[src/rtl/seq_right_shifter.sv]
// Multi-cycle 32-bit right shifter (SRL/SRA): one shift stage (16,8,4,2,1) per clock,
// fixed five-cycle latency, one-cycle data_resultRDY pulse on completion.
module seq_right_shifter (
  input  logic        clock,
  input  logic        reset,
  input  logic        ctrl_shift,
  input  logic [31:0] data_operandA,
  input  logic [4:0]  ctrl_shiftamt,
  input  logic        ctrl_arith,
  output logic [31:0] data_result,
  output logic        data_resultRDY,
  output logic        busy
);

  typedef enum logic [1:0] {IDLE, SHIFT, DONE} state_t;

  state_t      state;
  logic [2:0]  k;
  logic [31:0] work;
  logic [4:0]  amt;
  logic        fill;
  logic [31:0] next_work;

  // Stage k shifts by 2^k only when the matching amount bit is set.
  always_comb begin
    next_work = work;
    case (k)
      3'd4: if (amt[4]) next_work = {{16{fill}}, work[31:16]};
      3'd3: if (amt[3]) next_work = {{8{fill}}, work[31:8]};
      3'd2: if (amt[2]) next_work = {{4{fill}}, work[31:4]};
      3'd1: if (amt[1]) next_work = {{2{fill}}, work[31:2]};
      3'd0: if (amt[0]) next_work = {fill, work[31:1]};
      default: next_work = work;
    endcase
  end

  always_ff @(posedge clock) begin
    if (reset) begin
      state          <= IDLE;
      k              <= '0;
      work           <= '0;
      amt            <= '0;
      fill           <= 1'b0;
      data_result    <= '0;
      data_resultRDY <= 1'b0;
      busy           <= 1'b0;
    end else begin
      case (state)
        IDLE, DONE: begin
          data_resultRDY <= 1'b0;
          if (ctrl_shift) begin
            work  <= data_operandA;
            amt   <= ctrl_shiftamt;
            fill  <= ctrl_arith & data_operandA[31];
            k     <= 3'd4;
            busy  <= 1'b1;
            state <= SHIFT;
          end else begin
            state <= IDLE;
          end
        end
        SHIFT: begin
          work <= next_work;
          if (k == 3'd0) begin
            state          <= DONE;
            data_result    <= next_work;
            data_resultRDY <= 1'b1;
            busy           <= 1'b0;
          end else begin
            k <= k - 3'd1;
          end
        end
        default: state <= IDLE;
      endcase
    end
  end

endmodule

[config.mk]
export PLATFORM = sky130hd
export DESIGN_NAME = seq_right_shifter
export DESIGN_NICKNAME = d
export VERILOG_FILES = /design/src/rtl/seq_right_shifter.sv
export SDC_FILE = /design/constraint.sdc
export NUM_CORES = 1
export LEC_CHECK = 0
export BUFFER_PORTS_ARGS = -buffer_cell sky130_fd_sc_hd__buf_4
export CAP_MARGIN = 5
export CORE_MARGIN = 10
export CORE_UTILIZATION = 51
export DETAILED_ROUTE_END_ITERATION = 12
export PLACE_DENSITY = 0.72
export SKIP_CTS_REPAIR_TIMING = 1
export SLEW_MARGIN = 20
export SYNTH_ARGS = -nofsm -noshare
export SYNTH_HDL_FRONTEND = slang
export SYNTH_SLANG_ARGS = --single-unit
[constraint.sdc]
create_clock -name clock -period 5 [get_ports clock]
set_clock_uncertainty 0.05 [all_clocks]
set_input_delay 0 -clock clock [delete_from_list [all_inputs] [get_ports clock]]
set_output_delay 0 -clock clock [all_outputs]
set_load 0.03 [all_outputs]
==> results.ini <==
[status]
status = finished, final reports clean

[final_layout]
layout_commonest_cell = mux2i_1
layout-drive-gt1-share = 0.152
instances_no_fill = 864
nNetsFinal = 765
final_area_sq_um = 6590
layout_common_cells = mux2i_1 (147), o22ai_1 (95), buf_4 (85), dfxtp_1 (75), nor2_1 (57)
fin_util = 0.608
n_antenna_cell = 0
areaGrowthSynthToFinish_pct = 16.7

[timing]
finalSetupViolCount = 0
hold_violations = 0
slew_violations = 0
max_slew_margin = 0.250
rsz0062_at_grt = no
worst_pin_slew_ns = 1.12
fin_ws_ns = 2.24
hold_slack_ns = 0.0699
fin_crit_sh = 0.551
tns_ns = 0
fmax_ghz = 0.363
fin_crit_ns = 2.76

[min_path]
hold_path.class = input pin to register
hp-start = ctrl_shift

[detailed_routing]
vias_per_cell = 6.61
drc_errors = 0
drt_iter0_markers = 624
vias = 5713
antenna_left = 0
dr.pass1.iters = 5
routed_wl_mm = 17.6
wl_per_cell_um = 20.4

[critical_path]
end_kind = register
critPathSlowestCell = nand2_1
startpoint_type = register
cp_top_family = simple AND/OR/NAND/NOR gates
crit_fanout = 31
cp_common_cell = o22ai_1
worstPathRequired_ns = 5.18
path_buf_inv = 1
worstSetupPathType = register to register
max_stage_delay_ns = 0.84
crit_chain = inv_1 > ha_1 > nand2_1 > o22ai_1 > nor4_1 > o22ai_1
cp-startpoint = k[0]$_SDFFE_PP0P_
r2r-start = k[0]$_SDFFE_PP0P_
cp.arrival_ns = 2.94

[floorplanning]
core_area_sq_um = 10800
die_area_sq_um = 15700
pin_count = 75
rows = 38
initial_core_util = 0.521
die_x_um = 125
die_y_um = 125

[flow_run]
cap_violations = 0

[logic_synthesis]
yosys.area.top_type_share = 0.273
yosys.area.top_type = dfxtp_1
synthCells = 688
ys_ff_latch = 77
yosysUniqueCellTypes = 29
yosysWarningCount = 0
ys_top_cells_by_area = dfxtp_1 (27%), mux2i_1 (26%), o22ai_1 (11%)
syn_area_sq_um = 5650
seq_area_frac_synth = 0.273
syn_area_per_cell_sq_um = 8.21
syn_nets = 734

[grt]
gr-total-overflow = 0
antenna_found_initial = 0
grt_usage = 0.207
grt_max_degree = 79
grt_pass1_wl_mm = 27.8
grt_pass1_vias = 5283

[placed_design]
place_ws_ns = 2.34
routabilityCongestion = 0.858
port_buffers = 74
place_hpwl_mm = 10.7
dp.cells = 810
postPlaceCellArea_sq_um = 5980

[clocking]
cts_buffer_depth = 2
tritoncts.num_buffers = 9
cts_tree = done
clkTransAtPathRegs_ns = 0.09
cts_root_buf = clkbuf_8
cts_htree_levels = 3
cts_sinks = 77
clk_latency_ns = 0.38

[power]
leakage_nw = 2.08
power.density_nw_per_um2 = 287
power_mw = 1.90
vdd_drop_max_mv = 0.144

## final timing paths
| check | to | slack, ns | cells past startpoint |
|---|---|---|---|
| max | work[6]$_SDFFE_PP0P_ | 2.24 | 6 |
| min | amt[2]$_SDFFE_PP0P_ | 0.07 | 4 |
| max reg2reg | work[6]$_SDFFE_PP0P_ | 2.24 | 6 |
| min reg2reg | data_result[1]$_SDFFE_PP0P_ | 0.45 | 2 |
## cells by family (layout without fill, tap and decap cells)
logic type	count (synthesis)	in the layout	synth area share
mux	148	148	0.263
simple gates	135	135	0.117
compound gates	218	218	0.248
buf+inv	105	141	0.0879
fa+ha+maj	5	5	0.0111
flops	77	77	0.273
## sequential cells by signal, summed over array words and instances, names as in the netlist
name            flops
amt                 5
busy                1
data_result        32
data_resultRDY      1
fill                1
k                   3
state               2
work               32
## synthesized netlist by cell type
cell type and instances:
ha_1 5, a2111oi_4 1, a31oi_1 1, buf_1 3, nor2_4 1, nor3_1 6
nand2b_1 17, a22oi_1 32, mux2i_1 147, a211oi_1 32, o21ba_2 1, mux2_4 1
nor4_1 31, inv_1 2, buf_2 34, nor2_1 59, a21oi_1 23, dfxtp_1 77
o21ai_0 32, o21bai_1 1, buf_6 2, nand2_1 15, nand2b_2 1, nor2b_1 3
o22ai_1 95, clkbuf_1 52, nand3_1 1, nand3b_1 1, buf_4 12
## per-layer routing
metal | global-route usage | routed length (um)
met1 | 0.261 | 7550
met2 | 0.331 | 8430
met4 | 0.0827 | 319
met3 | 0.0486 | 1320
met5 | 0 | 0
## report_power, final
group	switching, mW	internal, mW
logic	0.301	0.248
clock network	0.247	0.307
registers	0.125	0.667
total	0.674	1.22
## cell type report
type | instances | area (sq um)
Clock buffer | 12 | 155
Clock inverter | 4 | 70.1
Tap cell | 140 | 175
Inverter | 2 | 7.51
Multi-Input combinational cell | 506 | 3620
Timing Repair Buffer | 123 | 1020
Sequential cell | 77 | 1540
Fill cell | 963 | 4250
## worst reg2reg max path, cell delays in order, from the launching register on
cell	delay, ns
dfxtp_1	0.41
inv_1	0.11
ha_1	0.31
nand2_1	0.84
o22ai_1	0.24
nor4_1	0.48
o22ai_1	0.17
Power figures use the tool's default switching activity.
